[src/rtl/dbus_uart_tx_pkg.sv]
// Shared definitions for the dbus -> UART transmit bridge: FSM state
// encodings, the default clock rate and the dbus handshake latency.
package dbus_uart_tx_pkg;

  // dbus drops o_avail this many cycles after it samples i_read.
  localparam int DBUS_READ_LATENCY = 2;

  // Default system clock frequency in Hz.
  localparam int DEFAULT_CLOCKFREQ = 4000000;

  // Fetch side: idle, or holding off while dbus retires the acknowledged byte.
  typedef enum logic {
    F_IDLE = 1'b0,
    F_HOLD = 1'b1
  } fetch_state_t;

  // Transmit side: one state per frame section.
  typedef enum logic [1:0] {
    S_IDLE  = 2'd0,
    S_START = 2'd1,
    S_DATA  = 2'd2,
    S_STOP  = 2'd3
  } tx_state_t;

endpackage

[src/rtl/dbus_uart_tx_byte_fifo.sv]
// First-word-fall-through byte FIFO. The head byte is always visible on
// o_dout while non-empty; a push shows up in o_level on the next cycle.
module dbus_uart_tx_byte_fifo #(
  parameter int c_DEPTH = 16
) (
  input  logic                       i_clock,
  input  logic                       i_reset,
  input  logic                       i_push,
  input  logic [7:0]                 i_din,
  input  logic                       i_pop,
  output logic [7:0]                 o_dout,
  output logic [$clog2(c_DEPTH):0]   o_level,
  output logic                       o_full,
  output logic                       o_empty
);

  localparam int              c_AW   = $clog2(c_DEPTH);
  localparam logic [c_AW:0]   c_FULL = (c_AW + 1)'(c_DEPTH);

  logic [7:0]      r_mem [c_DEPTH];
  logic [c_AW-1:0] r_wr_ptr;
  logic [c_AW-1:0] r_rd_ptr;
  logic [c_AW:0]   r_level;
  logic            w_wr;
  logic            w_rd;

  assign o_full  = (r_level == c_FULL);
  assign o_empty = (r_level == '0);
  assign w_wr    = i_push && !o_full;
  assign w_rd    = i_pop && !o_empty;
  assign o_dout  = r_mem[r_rd_ptr];
  assign o_level = r_level;

  // Storage array; no reset so it maps onto distributed RAM.
  always_ff @(posedge i_clock) begin
    if (w_wr) begin
      r_mem[r_wr_ptr] <= i_din;
    end
  end

  // Pointers and occupancy; depth is a power of two so pointers wrap freely.
  always_ff @(posedge i_clock) begin
    if (i_reset) begin
      r_wr_ptr <= '0;
      r_rd_ptr <= '0;
      r_level  <= '0;
    end else begin
      if (w_wr) r_wr_ptr <= r_wr_ptr + c_AW'(1);
      if (w_rd) r_rd_ptr <= r_rd_ptr + c_AW'(1);
      case ({w_wr, w_rd})
        2'b10:   r_level <= r_level + (c_AW + 1)'(1);
        2'b01:   r_level <= r_level - (c_AW + 1)'(1);
        default: r_level <= r_level;
      endcase
    end
  end

endmodule

[src/rtl/dbus_uart_tx.sv]
// Link -> host half of the bridge: pulls bytes from the dbus handshake into
// a FIFO and shifts them out as 8N1/8N2 UART frames, LSB first.
module dbus_uart_tx
  import dbus_uart_tx_pkg::*;
#(
  parameter int c_CLOCKFREQ = DEFAULT_CLOCKFREQ,
  parameter int c_BAUD      = 9600,
  parameter int c_FIFODEPTH = 16,
  parameter int c_STOPBITS  = 1
) (
  input  logic                          i_clock,
  input  logic                          i_reset,
  input  logic                          i_avail,
  input  logic [7:0]                    i_data,
  output logic                          o_read,
  output logic                          o_tx,
  output logic                          o_busy,
  output logic [$clog2(c_FIFODEPTH):0]  o_level
);

  localparam int               c_DIV       = c_CLOCKFREQ / c_BAUD;
  localparam int               c_CW        = $clog2(c_DIV);
  localparam logic [c_CW-1:0]  c_DIV_M1    = c_CW'(c_DIV - 1);
  localparam int               c_HW        = (DBUS_READ_LATENCY > 1) ? $clog2(DBUS_READ_LATENCY) : 1;
  localparam logic [c_HW-1:0]  c_HOLD_LAST = c_HW'(DBUS_READ_LATENCY - 1);
  localparam logic             c_LAST_STOP = (c_STOPBITS == 2);

  // Fetch side
  fetch_state_t                r_fstate, w_fstate_next;
  logic [c_HW-1:0]             r_hold_cnt;
  logic                        r_read;
  logic [7:0]                  r_data;
  logic                        w_fetch;

  // FIFO
  logic [7:0]                  w_dout;
  logic [$clog2(c_FIFODEPTH):0] w_level;
  logic                        w_full;
  logic                        w_empty;
  logic                        w_pop;

  // Transmit side
  tx_state_t                   r_tx_state, w_tx_state_next;
  logic [c_CW-1:0]             r_baud_cnt, w_baud_cnt_next;
  logic [2:0]                  r_bit_idx, w_bit_idx_next;
  logic [7:0]                  r_shift, w_shift_next;
  logic                        r_stop_idx, w_stop_idx_next;
  logic                        r_tx, w_tx_next;
  logic                        r_busy;

  // The acknowledged byte is pushed one cycle after o_read rises, so the
  // FIFO sees it at the same time as the level update.
  dbus_uart_tx_byte_fifo #(
    .c_DEPTH (c_FIFODEPTH)
  ) u_fifo (
    .i_clock (i_clock),
    .i_reset (i_reset),
    .i_push  (r_read),
    .i_din   (r_data),
    .i_pop   (w_pop),
    .o_dout  (w_dout),
    .o_level (w_level),
    .o_full  (w_full),
    .o_empty (w_empty)
  );

  // Fetch next-state: take a byte only when idle and there is room.
  always_comb begin
    w_fstate_next = r_fstate;
    w_fetch       = 1'b0;
    case (r_fstate)
      F_IDLE: begin
        if (i_avail && !w_full) begin
          w_fetch       = 1'b1;
          w_fstate_next = F_HOLD;
        end
      end
      F_HOLD: begin
        if (r_hold_cnt == c_HOLD_LAST) w_fstate_next = F_IDLE;
      end
      default: w_fstate_next = F_IDLE;
    endcase
  end

  // Fetch registers: one-cycle acknowledge, captured byte, hold-off counter.
  always_ff @(posedge i_clock) begin
    if (i_reset) begin
      r_fstate   <= F_IDLE;
      r_hold_cnt <= '0;
      r_read     <= 1'b0;
      r_data     <= '0;
    end else begin
      r_fstate <= w_fstate_next;
      r_read   <= w_fetch;
      if (w_fetch) r_data <= i_data;
      if (r_fstate == F_HOLD) r_hold_cnt <= r_hold_cnt + c_HW'(1);
      else                    r_hold_cnt <= '0;
    end
  end

  // Transmit next-state: every bit period counts c_DIV-1 down to 0.
  always_comb begin
    w_tx_state_next = r_tx_state;
    w_baud_cnt_next = r_baud_cnt;
    w_bit_idx_next  = r_bit_idx;
    w_shift_next    = r_shift;
    w_stop_idx_next = r_stop_idx;
    w_tx_next       = r_tx;
    w_pop           = 1'b0;
    case (r_tx_state)
      S_IDLE: begin
        if (!w_empty) begin
          w_pop           = 1'b1;
          w_shift_next    = w_dout;
          w_baud_cnt_next = c_DIV_M1;
          w_tx_state_next = S_START;
          w_tx_next       = 1'b0;
        end
      end
      S_START: begin
        if (r_baud_cnt == '0) begin
          w_baud_cnt_next = c_DIV_M1;
          w_bit_idx_next  = 3'd0;
          w_tx_state_next = S_DATA;
          w_tx_next       = r_shift[0];
        end else begin
          w_baud_cnt_next = r_baud_cnt - c_CW'(1);
        end
      end
      S_DATA: begin
        if (r_baud_cnt == '0) begin
          w_baud_cnt_next = c_DIV_M1;
          if (r_bit_idx == 3'd7) begin
            w_tx_state_next = S_STOP;
            w_stop_idx_next = 1'b0;
            w_tx_next       = 1'b1;
          end else begin
            w_bit_idx_next = r_bit_idx + 3'd1;
            w_shift_next   = {1'b0, r_shift[7:1]};
            w_tx_next      = r_shift[1];
          end
        end else begin
          w_baud_cnt_next = r_baud_cnt - c_CW'(1);
        end
      end
      S_STOP: begin
        if (r_baud_cnt != '0) begin
          w_baud_cnt_next = r_baud_cnt - c_CW'(1);
        end else if (r_stop_idx != c_LAST_STOP) begin
          w_stop_idx_next = 1'b1;
          w_baud_cnt_next = c_DIV_M1;
        end else if (!w_empty) begin
          // Back-to-back frame: next start bit follows the stop with no gap.
          w_pop           = 1'b1;
          w_shift_next    = w_dout;
          w_baud_cnt_next = c_DIV_M1;
          w_tx_state_next = S_START;
          w_tx_next       = 1'b0;
        end else begin
          w_tx_state_next = S_IDLE;
        end
      end
      default: w_tx_state_next = S_IDLE;
    endcase
  end

  // Transmit registers; reset drives the line idle and abandons any frame.
  always_ff @(posedge i_clock) begin
    if (i_reset) begin
      r_tx_state <= S_IDLE;
      r_baud_cnt <= '0;
      r_bit_idx  <= '0;
      r_shift    <= '0;
      r_stop_idx <= 1'b0;
      r_tx       <= 1'b1;
      r_busy     <= 1'b0;
    end else begin
      r_tx_state <= w_tx_state_next;
      r_baud_cnt <= w_baud_cnt_next;
      r_bit_idx  <= w_bit_idx_next;
      r_shift    <= w_shift_next;
      r_stop_idx <= w_stop_idx_next;
      r_tx       <= w_tx_next;
      r_busy     <= (w_level != '0) || (r_tx_state != S_IDLE);
    end
  end

  assign o_read  = r_read;
  assign o_tx    = r_tx;
  assign o_busy  = r_busy;
  assign o_level = w_level;

endmodule

[config.mk]
export PLATFORM = sky130hd
export DESIGN_NAME = dbus_uart_tx
export DESIGN_NICKNAME = d
export VERILOG_FILES = /design/src/rtl/dbus_uart_tx_pkg.sv /design/src/rtl/dbus_uart_tx_byte_fifo.sv /design/src/rtl/dbus_uart_tx.sv
export SDC_FILE = /design/constraint.sdc
export NUM_CORES = 1
export LEC_CHECK = 0
export BUFFER_PORTS_ARGS = -buffer_cell sky130_fd_sc_hd__clkbuf_2
export CAP_MARGIN = 20
export CELL_PAD_IN_SITES_DETAIL_PLACEMENT = 1
export CELL_PAD_IN_SITES_GLOBAL_PLACEMENT = 1
export CORE_MARGIN = 4
export CORE_UTILIZATION = 57
export DETAILED_ROUTE_END_ITERATION = 12
export PLACE_DENSITY = 0.9
export SETUP_SLACK_MARGIN = 0.3
export SLEW_MARGIN = 15
export SYNTH_ARGS = -nofsm -noshare
export SYNTH_HDL_FRONTEND = slang
export SYNTH_SLANG_ARGS = --single-unit
[constraint.sdc]
create_clock -name i_clock -period 7.8 [get_ports i_clock]
set_input_delay 1.56 -clock i_clock [delete_from_list [all_inputs] [get_ports i_clock]]
set_output_delay 1.56 -clock i_clock [all_outputs]
set_load 0.05 [all_outputs]
==> impl_metrics.env, run 1 <==
export IMPL_critical_path_class="flop to flop"
export IMPL_drt_total_wl_mm=18.26
export IMPL_finClkSkew_ns=0.01441
export IMPL_post_cts_buffers=0
export IMPL_drive_above_1_share=0.2046
export IMPL_num_rows=41
export IMPL_syn2layout_area_growth_pct=10.65
export IMPL_fp_dieArea_um2=15070
export IMPL_tns_ns=0
export IMPL_insertion_delay_ns=0.44
export IMPL_reg2reg_depth=12
export IMPL_routed_via_count=4345
export IMPL_hold_buffers=0
export IMPL_grt_overflow=0
export IMPL_cts_root_buf="clkbuf_16"
export IMPL_max_stage_delay_ns=0.43
export IMPL_worst_setup_path_end_kind="flop"
export IMPL_crit_cells=12
export IMPL_critPathMaxFanout=8
export IMPL_final_hold_violation_count=0
export IMPL_cts_buffers=17
export IMPL_yosys_warnings=0
export IMPL_clkPwrFrac=0.285
export IMPL_place_area_um2=7716
export IMPL_grt_pass1_vias=4673
export IMPL_power_leakage_nw=2.842
export IMPL_critPathArrivalTime_ns=3.77
export IMPL_cp_required_ns=8.13
export IMPL_synth_nets=525
export IMPL_postCtsResizedCells=0
export IMPL_async_flop_share=0
export IMPL_cts_tree="built"
export IMPL_cp_cell_sequence="inv_1, ha_1, nor4b_2, a31oi_2, nor3_4, ha_1, xor2_1, ha_1, o21ba_2, o21bai_1, mux2i_1, mux2_2"
export IMPL_worst_slew_margin_rel=0.3162
export IMPL_power_per_cell_area_nw_per_um2=360.6
export IMPL_pre_cts_ws_ns=4.506
export IMPL_min_path_type="flop to flop"
export IMPL_antenna_left=0
export IMPL_path_clk_slew_ns=0.07
export IMPL_outcome="complete, no violations"
export IMPL_rsz0062_at_grt="false"
export IMPL_synthTopCellsByArea="edfxtp_1 51%, dfxtp_1 14%, mux4_2 12%, nor2_1 3.3%, ha_1 2.8%"
export IMPL_ys_ff_latch=180
export IMPL_fmax_mhz=291.0
export IMPL_worst_pin_slew_ns=1.022
export IMPL_final_area_um2=8304
export IMPL_layout_min_cycle_time_ns=3.437
export IMPL_netSwitchingFraction=0.3556
export IMPL_synth_area_um2=7505
export IMPL_post_drt_wl_per_cell_um=26.27
export IMPL_gp_congestion=0.7118
export IMPL_start_util=0.5875
export IMPL_setup_violations=0
export IMPL_final_nets=538
export IMPL_die_h_um=122.7
export IMPL_synthCells=497
export IMPL_critPathBufInv=1
export IMPL_dr_pass1_iters=5
export IMPL_fin_crit_sh=0.4406
export IMPL_grt_first_pass_wirelength_mm=28.40
export IMPL_via_per_inst=6.252
export IMPL_grt_use_total=0.2649
export IMPL_synth_avg_cell_area_um2=15.10
export IMPL_yosys_area_top_type_share=0.5122
export IMPL_maxCapViolCount=0
export IMPL_io_buffers=18
export IMPL_setup_ws_ns=4.363
export IMPL_synth_distinct_cells=53
export IMPL_synth_seq_area_share=0.6509
export IMPL_cpMostUsedCell="ha_1"
export IMPL_p_sw_mw=1.065
export IMPL_cts_max_level=4
export IMPL_finalMaxSlewViolations=0
export IMPL_start_kind="flop"
export IMPL_power_frac_comb=0.303
export IMPL_p_total_mw=2.995
export IMPL_whs_ns=0.4453
export IMPL_cts_sinks=180
export IMPL_drcViolationCount=0
export IMPL_cp_slowest_cell="nor3_4"
export IMPL_ys_flop_type="edfxtp_1"
export IMPL_io_pins=19
export IMPL_cp_top_family="adder cells"
export IMPL_synth_edff_count=128
export IMPL_die_w_um=122.7
export IMPL_internal_power_mw=1.930
export IMPL_min_path_cells=1
export IMPL_diodes=0
export IMPL_grt_max_degree=55
export IMPL_drtIter0Drc=445
export IMPL_clk_path_buf_depth=2
export IMPL_yosysTopAreaCell="edfxtp_1"
export IMPL_coreArea_um2=12770
export IMPL_n_fill_cell=1119
export IMPL_hpwl_mm=11.18
export IMPL_peakVddDrop_uv=198.4
export IMPL_pwr_share_seq=0.412
export IMPL_antenna_found_initial=0
-- final cells by class --
| type | instances | area (µm²) | area share |
|---|---|---|---|
| clock inverter | 15 | 162.7 | 0.01959 |
| inverter | 9 | 33.78 | 0.004068 |
| multi-input combinational | 278 | 2445 | 0.2944 |
| clock buffer | 17 | 425.4 | 0.05123 |
| tap | 172 | 215.2 | 0.02592 |
| sequential | 180 | 4887 | 0.5885 |
| timing repair buffer | 24 | 135.1 | 0.01627 |
-- cells in the mapped netlist (2+ instances only) --
| library cell | count |
|---|---|
| and2_1 | 2 |
| a32oi_1 | 3 |
| or3_1 | 3 |
| inv_1 | 8 |
| xor2_1 | 9 |
| buf_2 | 8 |
| buf_6 | 2 |
| o21ai_0 | 7 |
| a211oi_1 | 11 |
| nor3_1 | 10 |
| nand2b_1 | 5 |
| nor2b_1 | 4 |
| nand4_1 | 2 |
| ha_1 | 17 |
| o22ai_1 | 3 |
| a31oi_1 | 2 |
| xnor2_1 | 4 |
| dfxtp_1 | 52 |
| clkbuf_1 | 16 |
| buf_1 | 3 |
| o31ai_1 | 3 |
| nand2_1 | 23 |
| a21o_1 | 2 |
| edfxtp_1 | 128 |
| mux2i_1 | 21 |
| a21oi_1 | 13 |
| a22oi_1 | 2 |
| nand3_1 | 4 |
| mux4_2 | 39 |
| nor4_1 | 3 |
| nor2_1 | 65 |
| o21bai_1 | 2 |
-- worst paths after layout --
kind            startpoint                end  slack (ns)
max          r_baud_cnt[0]  u_fifo.o_level[4]        4.36
min             r_hold_cnt         r_hold_cnt        0.45
max reg2reg  r_baud_cnt[0]  u_fifo.o_level[4]        4.36
min reg2reg     r_hold_cnt         r_hold_cnt        0.45
-- cell usage in the layout, fill, tap and decap left out, types with 13 or more instances in the layout --
cell	count
mux4_2	39
a21oi_1	13
clkbuf_2	18
nor2_1	65
edfxtp_1	128
nand2_1	23
clkbuf_16	17
mux2i_1	21
dfxtp_1	50
ha_1	17
-- state kept, by name, indices dropped and copies added (netlist names), 2 cells and up, named ones only --
signal	cells
u_fifo.r_mem	128
r_baud_cnt	9
r_data	8
r_shift	8
u_fifo.o_level	5
u_fifo.r_rd_ptr	4
u_fifo.r_wr_ptr	4
r_bit_idx	3
r_tx_state	2
-- through the flow --
stage / util / std cells
4_1_cts: 0.6501 / 695
3_5_place_dp: 0.6041 / 663
6_report: 0.6501 / 695
5_1_grt: 0.6501 / 695
3_3_place_gp: 0.6041 / 663
2_1_floorplan: - / 497
-- metal layers --
metal | vias up | GRT usage | wire length (µm)
li1 | 1925 | - | -
met1 | 2248 | 0.3259 | 7192
met2 | 142 | 0.4701 | 9897
met3 | 30 | 0.05899 | 879
met4 | 0 | 0.07768 | 286
met5 | - | 0 | 0
-- power by group through the flow --
| stage | logic, mW | registers, mW | clock network [mW] |
|---|---|---|---|
| finish | 0.906 | 1.23 | 0.855 |
| global route | 0.992 | 1.25 | 0.904 |
| CTS | 0.903 | 1.23 | 0.861 |
| detailed placement | 0.867 | 1.25 | 0 |
| global placement | 0.820 | 1.23 | 0 |
| floorplan | 0.683 | 1.24 | 0 |
-- worst reg2reg max path: stages, from the launching register on --
cell and delay (ns):
dfxtp_1 0.34, inv_1 0.10, ha_1 0.18, nor4b_2 0.30, a31oi_2 0.18, nor3_4 0.43, ha_1 0.43, xor2_1 0.21
ha_1 0.16, o21ba_2 0.16, o21bai_1 0.19, mux2i_1 0.29, mux2_2 0.37
-- cell families (layout without fill, tap and decap cells) --
| group | count (synthesis) | count (layout) | share of synthesized area |
|---|---|---|---|
| DFF | 180 | 180 | 0.6509 |
| and+or+nand+nor | 131 | 131 | 0.08420 |
| AOI/OAI and AO/OA | 56 | 56 | 0.05152 |
| adders and majority gates | 17 | 17 | 0.02834 |
| buffers and inverters | 39 | 65 | 0.02334 |
| xor gates and xnor gates | 13 | 13 | 0.01517 |
| muxes | 61 | 61 | 0.1465 |
Power figures use the tool's default switching activity.
==> run 2: changes to the inputs <==
--- a/config.mk
+++ b/config.mk
@@ -5,14 +5,15 @@
 export SDC_FILE = /design/constraint.sdc
 export NUM_CORES = 1
 export LEC_CHECK = 0
+export ABC_AREA = 1
 export BUFFER_PORTS_ARGS = -buffer_cell sky130_fd_sc_hd__clkbuf_2
 export CAP_MARGIN = 20
 export CELL_PAD_IN_SITES_DETAIL_PLACEMENT = 1
 export CELL_PAD_IN_SITES_GLOBAL_PLACEMENT = 1
 export CORE_MARGIN = 4
-export CORE_UTILIZATION = 57
+export CORE_UTILIZATION = 50
 export DETAILED_ROUTE_END_ITERATION = 12
-export PLACE_DENSITY = 0.9
+export PLACE_DENSITY = 0.85
 export SETUP_SLACK_MARGIN = 0.3
 export SLEW_MARGIN = 15
 export SYNTH_ARGS = -nofsm -noshare
==> constraint.sdc (replaced) <==
create_clock -name i_clock -period 3.4 [get_ports i_clock]
set_input_delay 0.68 -clock i_clock [delete_from_list [all_inputs] [get_ports i_clock]]
set_output_delay 0.68 -clock i_clock [all_outputs]
set_load 0.05 [all_outputs]
==> impl_metrics.env, run 2 <==
export IMPL_synth_nets=723
export IMPL_synthCells=695
export IMPL_post_drt_wl_per_cell_um=21.45
export IMPL_clkPwrFrac=0.274
export IMPL_p_sw_mw=2.657
export IMPL_fmax_mhz=356.3
export IMPL_grt_pass1_vias=5713
export IMPL_grt_first_pass_wirelength_mm=31.19
export IMPL_finClkSkew_ns=0.01000
export IMPL_antenna_found_initial=0
export IMPL_synth_area_um2=7720
export IMPL_worst_setup_path_end_kind="flop"
export IMPL_synth_compound_area_frac=0.1413
export IMPL_rsz0062_at_grt="false"
export IMPL_synth_xor_area_share=0.005673
export IMPL_drive_above_1_share=0.1065
export IMPL_synthTopCellsByArea="edfxtp_1 50%, dfxtp_1 13%, o21ai_0 4.6%, a21oi_1 4.1%, mux2i_1 4.0%"
export IMPL_synthSimpleGateAreaFrac=0.09660
export IMPL_fin_crit_sh=0.8254
export IMPL_die_h_um=132.3
export IMPL_critPathBufInv=6
export IMPL_synth_seq_area_share=0.6327
export IMPL_start_kind="flop"
export IMPL_cp_top_family="adder cells"
export IMPL_pwr_share_seq=0.408
export IMPL_reg2reg_depth=19
export IMPL_setup_violations=0
export IMPL_synth_edff_count=128
export IMPL_critPathArrivalTime_ns=3.12
export IMPL_tns_ns=0
export IMPL_yosysMostFrequentCell="edfxtp_1"
export IMPL_gp_congestion=0.8143
export IMPL_wl_met3_um=762
export IMPL_ys_ff_latch=180
export IMPL_cp_required_ns=3.71
export IMPL_dr_pass1_iters=5
export IMPL_async_flop_share=0
export IMPL_netSwitchingFraction=0.3815
export IMPL_cp_slowest_cell="dfxtp_1"
export IMPL_top_regs="u_fifo.r_mem: 128 flops, r_baud_cnt: 9 flops"
export IMPL_fp_dieArea_um2=17490
export IMPL_max_stage_delay_ns=0.43
export IMPL_yosysTopAreaCell="edfxtp_1"
export IMPL_wl_met1_mm=8.358
export IMPL_path_clk_slew_ns=0.07
export IMPL_insertion_delay_ns=0.43
export IMPL_cp_cell_sequence="inv_1, ha_1, inv_1, nand2_1, inv_1, nand2_2, inv_2, ha_1, xnor2_1, inv_1, ha_1, inv_1, nand2_1, nand2_1, nand2_1, nand2_1, nand2_1, nand2_1, a21oi_2"
export IMPL_endpoint="u_fifo.o_level[4]"
export IMPL_largest_register_ffs=128
export IMPL_start_util=0.5097
export IMPL_rr_startpoint="r_tx_state[0]"
export IMPL_cts_root_buf="clkbuf_16"
export IMPL_ys_flop_type="edfxtp_1"
export IMPL_routed_via_count=5327
export IMPL_synthTopCellsByCount="128 x edfxtp_1, 71 x inv_1, 71 x o21ai_0, 70 x nor2_1, 63 x a21oi_1"
export IMPL_syn2layout_area_growth_pct=10.94
export IMPL_synth_avg_cell_area_um2=11.11
export IMPL_grt_overflow=0
export IMPL_finalMaxSlewViolations=0
export IMPL_critical_path_class="flop to flop"
export IMPL_synth_distinct_cells=41
export IMPL_cts_buffers=17
export IMPL_clk_path_buf_depth=2
export IMPL_hpwl_mm=12.75
export IMPL_diodes=0
export IMPL_drt_total_wl_mm=19.54
export IMPL_yosys_area_top_type_share=0.4979
export IMPL_met2_length_mm=10.11
export IMPL_antenna_left=0
export IMPL_via_per_inst=5.847
export IMPL_coreArea_um2=15150
export IMPL_highest_layer="met4"
export IMPL_peakVddDrop_uv=516.1
export IMPL_synth_mux_area_frac=0.04019
export IMPL_power_leakage_nw=3.167
export IMPL_final_hold_violation_count=0
export IMPL_post_cts_buffers=0
export IMPL_cts_max_level=4
export IMPL_grt_max_degree=43
export IMPL_dp_cells=878
export IMPL_worst_slew_margin_rel=0.3799
export IMPL_synth_top_family_by_area="compound AO/OA/AOI/OAI gates"
export IMPL_n_fill_cell=1566
export IMPL_outcome="complete, no violations"
export IMPL_cp_startpoint="r_tx_state[0]"
export IMPL_cts_tree="built"
export IMPL_maxCapViolCount=0
export IMPL_hold_buffers=0
export IMPL_reg2reg_to="u_fifo.o_level[4]"
export IMPL_crit_cells=19
export IMPL_io_pins=19
export IMPL_reg2reg_slack_ns=0.59
export IMPL_min_path_type="flop to flop"
export IMPL_final_cells=911
export IMPL_io_buffers=18
export IMPL_cpMostUsedCell="nand2_1"
export IMPL_drcViolationCount=0
export IMPL_power_per_cell_area_nw_per_um2=813.3
export IMPL_critPathMaxFanout=6
export IMPL_postCtsResizedCells=0
export IMPL_final_nets=738
export IMPL_drtIter0Drc=441
export IMPL_power_frac_comb=0.317
export IMPL_worst_pin_slew_ns=0.9267
export IMPL_yosys_warnings=0
export IMPL_num_rows=45
export IMPL_grt_use_total=0.2300
export IMPL_die_w_um=132.3
export IMPL_final_cell_mix="128 x edfxtp_1, 71 x inv_1, 71 x o21ai_0, 70 x nor2_1, 63 x a21oi_1"
export IMPL_synth_fa_ha_area_frac=0.02755
export IMPL_internal_power_mw=4.308
export IMPL_layout_min_cycle_time_ns=2.806
export IMPL_cts_sinks=180
export IMPL_mostFrequentLayoutCell="edfxtp_1"
export IMPL_largest_register="u_fifo.r_mem"
## run 2: cell type report
cell class	count	area (µm²)	share of cell area
flip-flops and latches	180	4888	0.5708
multi-input cells	410	2404	0.2806
clock buffers	20	457.9	0.05347
inverters	76	290.3	0.03389
well taps	188	235.2	0.02747
repair buffers	25	175.2	0.02045
clock inverters	12	113.9	0.01329
## run 2: kinds of logic after synthesis
kind of cell | Yosys count
adders and majority gates | 17
DFF | 180
AOI/OAI and AO/OA | 187
xor gates and xnor gates | 5
buffers and inverters | 105
and+or+nand+nor | 170
muxes | 31
## run 2: per-layer routing
metal / global-route usage / vias up
met4: 0.07333 / 0
met1: 0.2962 / 2683
met5: 0 / -
met2: 0.4011 / 126
li1: - / 2491
met3: 0.03664 / 27
## run 2: how the worst min path moves through the flow
stage,start,endpoint,slack [ns],cells past startpoint
finish,r_hold_cnt,r_hold_cnt,0.43,1
global route,r_hold_cnt,r_hold_cnt,0.46,1
CTS,r_hold_cnt,r_hold_cnt,0.43,1
detailed placement,r_hold_cnt,r_hold_cnt,0.42,1
global placement,r_hold_cnt,r_hold_cnt,0.40,1
floorplan,r_hold_cnt,r_hold_cnt,0.39,1
## run 2: power groups by stage
stage                     sequential, mW  combinational, mW  clock, mW
final                               2.84               2.21       1.91
after detailed placement            2.89               2.13          0
after global placement              2.86               1.99          0
after CTS                           2.85               2.19       1.92
after floorplan                     2.87               1.54          0
after global routing                2.88               2.44       2.04
## run 2: per-stage QoR
step	worst slack, ns	hold slack, ns	area [µm²]	util	total power, mW
after global placement	0.9493	0.4004	7965	0.5259	4.850
after floorplan	0.9921	0.3919	7720	-	4.411
after global routing	0.3276	0.4556	8564	0.5655	7.360
after CTS	0.6226	0.4328	8537	0.5637	6.955
after detailed placement	0.7497	0.4196	7965	0.5259	5.021
final	0.5937	0.4294	8564	0.5655	6.965
## run 2: worst register-to-register path: stages, from the launching register on
cell and delay [ns]:
dfxtp_1 0.43, inv_1 0.12, ha_1 0.39, inv_1 0.08, nand2_1 0.08, inv_1 0.09
nand2_2 0.11, inv_2 0.06, ha_1 0.25, xnor2_1 0.25, inv_1 0.09, ha_1 0.19
inv_1 0.08, nand2_1 0.10, nand2_1 0.10, nand2_1 0.06, nand2_1 0.06, nand2_1 0.04
nand2_1 0.06, a21oi_2 0.05
==> run 3: changes to the inputs <==
--- a/config.mk
+++ b/config.mk
@@ -5,13 +5,13 @@
 export SDC_FILE = /design/constraint.sdc
 export NUM_CORES = 1
 export LEC_CHECK = 0
-export ABC_AREA = 1
+export ABC_AREA = 0
 export BUFFER_PORTS_ARGS = -buffer_cell sky130_fd_sc_hd__clkbuf_2
 export CAP_MARGIN = 20
 export CELL_PAD_IN_SITES_DETAIL_PLACEMENT = 1
 export CELL_PAD_IN_SITES_GLOBAL_PLACEMENT = 1
 export CORE_MARGIN = 4
-export CORE_UTILIZATION = 50
+export CORE_UTILIZATION = 53
 export DETAILED_ROUTE_END_ITERATION = 12
 export PLACE_DENSITY = 0.85
 export SETUP_SLACK_MARGIN = 0.3
==> constraint.sdc (replaced) <==
create_clock -name i_clock -period 2.8 [get_ports i_clock]
set_input_delay 0.56 -clock i_clock [delete_from_list [all_inputs] [get_ports i_clock]]
set_output_delay 0.56 -clock i_clock [all_outputs]
set_load 0.05 [all_outputs]
==> impl_metrics.env, run 3 (synthesis results as in run 1) <==
export IMPL_final_nets=569
export IMPL_dr_pass1_iters=6
export IMPL_antenna_left=0
export IMPL_worst_setup_path_end_kind="flop"
export IMPL_insertion_delay_ns=0.44
export IMPL_io_pins=19
export IMPL_finClkSkew_ns=0.009567
export IMPL_maxCapViolCount=0
export IMPL_final_hold_violation_count=0
export IMPL_cts_tree="built"
export IMPL_die_w_um=127.0
export IMPL_diodes=0
export IMPL_worst_pin_slew_ns=0.8891
export IMPL_grt_use_total=0.2325
export IMPL_io_buffers=18
export IMPL_path_clk_slew_ns=0.07
export IMPL_min_path_type="input port to flop"
export IMPL_start_util=0.5407
export IMPL_syn2layout_area_growth_pct=15.44
export IMPL_cts_max_level=4
export IMPL_power_per_cell_area_nw_per_um2=1004
export IMPL_tns_ns=0
export IMPL_largest_register_ffs=128
export IMPL_n_fill_cell=1262
export IMPL_fmax_mhz=378.1
export IMPL_via_per_inst=5.988
export IMPL_routed_via_count=4395
export IMPL_largest_register="u_fifo.r_mem"
export IMPL_drt_total_wl_mm=17.52
export IMPL_gp_congestion=0.8780
export IMPL_critical_path_class="flop to flop"
export IMPL_num_rows=43
export IMPL_finalMaxSlewViolations=0
export IMPL_cts_buffers=17
export IMPL_fp_dieArea_um2=16130
export IMPL_outcome="complete, no violations"
export IMPL_grt_first_pass_wirelength_mm=27.61
export IMPL_clk_path_buf_depth=2
export IMPL_grt_max_degree=39
export IMPL_final_cell_mix="128 x edfxtp_1, 65 x nor2_1, 43 x dfxtp_1, 39 x mux4_2, 35 x buf_4"
export IMPL_top_regs="u_fifo.r_mem: 128 flops, r_baud_cnt: 9 flops"
export IMPL_fin_crit_sh=0.9446
export IMPL_critPathMaxFanout=3
export IMPL_mostFrequentLayoutCell="edfxtp_1"
export IMPL_post_drt_wl_per_cell_um=23.87
export IMPL_antenna_found_initial=0
export IMPL_setup_violations=0
export IMPL_p_total_mw=8.702
export IMPL_hold_buffers=0
export IMPL_drive_above_1_share=0.2780
export IMPL_rsz0062_at_grt="true"
export IMPL_cts_sinks=180
export IMPL_grt_pass1_vias=4774
export IMPL_critPathArrivalTime_ns=2.97
export IMPL_power_leakage_nw=3.018
export IMPL_start_kind="flop"
export IMPL_layout_min_cycle_time_ns=2.645
export IMPL_coreArea_um2=13880
export IMPL_die_h_um=127.0
export IMPL_cp_required_ns=3.13
export IMPL_drcViolationCount=0
export IMPL_hpwl_mm=11.38
export IMPL_peakVddDrop_uv=624.7
export IMPL_reg2reg_slack_ns=0.16
export IMPL_cts_root_buf="clkbuf_16"
export IMPL_grt_overflow=0
export IMPL_drtIter0Drc=304
export IMPL_worst_slew_margin_rel=0.4073
run 3: layout make-up:
type	instances	area, µm²	area share
multi-input combinational	278	2520	0.2909
inverter	9	41.29	0.004766
timing repair buffer	55	392.9	0.04535
sequential	180	4903	0.5660
clock buffer	17	425.4	0.04910
clock inverter	15	155.1	0.01791
tap	180	225.2	0.02600
run 3: critical path, cell delays in order (launching register included):
cell and delay, ns:
dfxtp_2 0.34, inv_4 0.07, ha_4 0.14, nor4b_4 0.27, a31oi_4 0.14, nor3_4 0.18
ha_4 0.19, xor2_2 0.16, ha_2 0.18, o21ba_4 0.15, o21bai_1 0.16, mux2i_1 0.22
mux2_2 0.35
run 3: path summary, 6_finish.rpt:
check                 from           endpoint  cells past startpoint
max          r_baud_cnt[1]  u_fifo.o_level[4]                     12
min              i_data[1]          r_data[1]                      3
max reg2reg  r_baud_cnt[1]  u_fifo.o_level[4]                     12
min reg2reg     r_hold_cnt         r_hold_cnt                      1
run 3: layer usage:
| layer | up-vias | part of all wire | track usage |
|---|---|---|---|
| met3 | 30 | 0.039 | 0.05142 |
| met1 | 2292 | 0.40 | 0.2801 |
| met5 | - | 0 | 0 |
| met2 | 94 | 0.54 | 0.4159 |
| met4 | 0 | 0.019 | 0.07760 |
| li1 | 1979 | - | - |
run 3: power by group:
group / switching, mW / internal (mW)
combinational: 1.65 / 1.28
clock: 1.02 / 1.32
sequential: 0.292 / 3.13
run 3: through the flow:
stage | hold slack [ns] | area (µm²) | utilization | setup slack [ns] | cells
final | 0.3906 | 8663 | 0.6241 | 0.1550 | 734
after detailed placement | 0.4398 | 7954 | 0.5730 | 0.03454 | 692
after CTS | 0.3733 | 8635 | 0.6220 | 0.09613 | 733
after floorplan | 0.3803 | 7590 | - | 0.03787 | 497
after global placement | 0.3909 | 7954 | 0.5730 | 0.1519 | 692
after global routing | 0.3799 | 8663 | 0.6241 | 0.02664 | 734
run 3: repair_timing:
action / CTS / global route
setup buffers: 9 / 1
pin swaps: 8 / 8
setup endpoints to repair: 2 / 3
resized for setup: 10 / 5
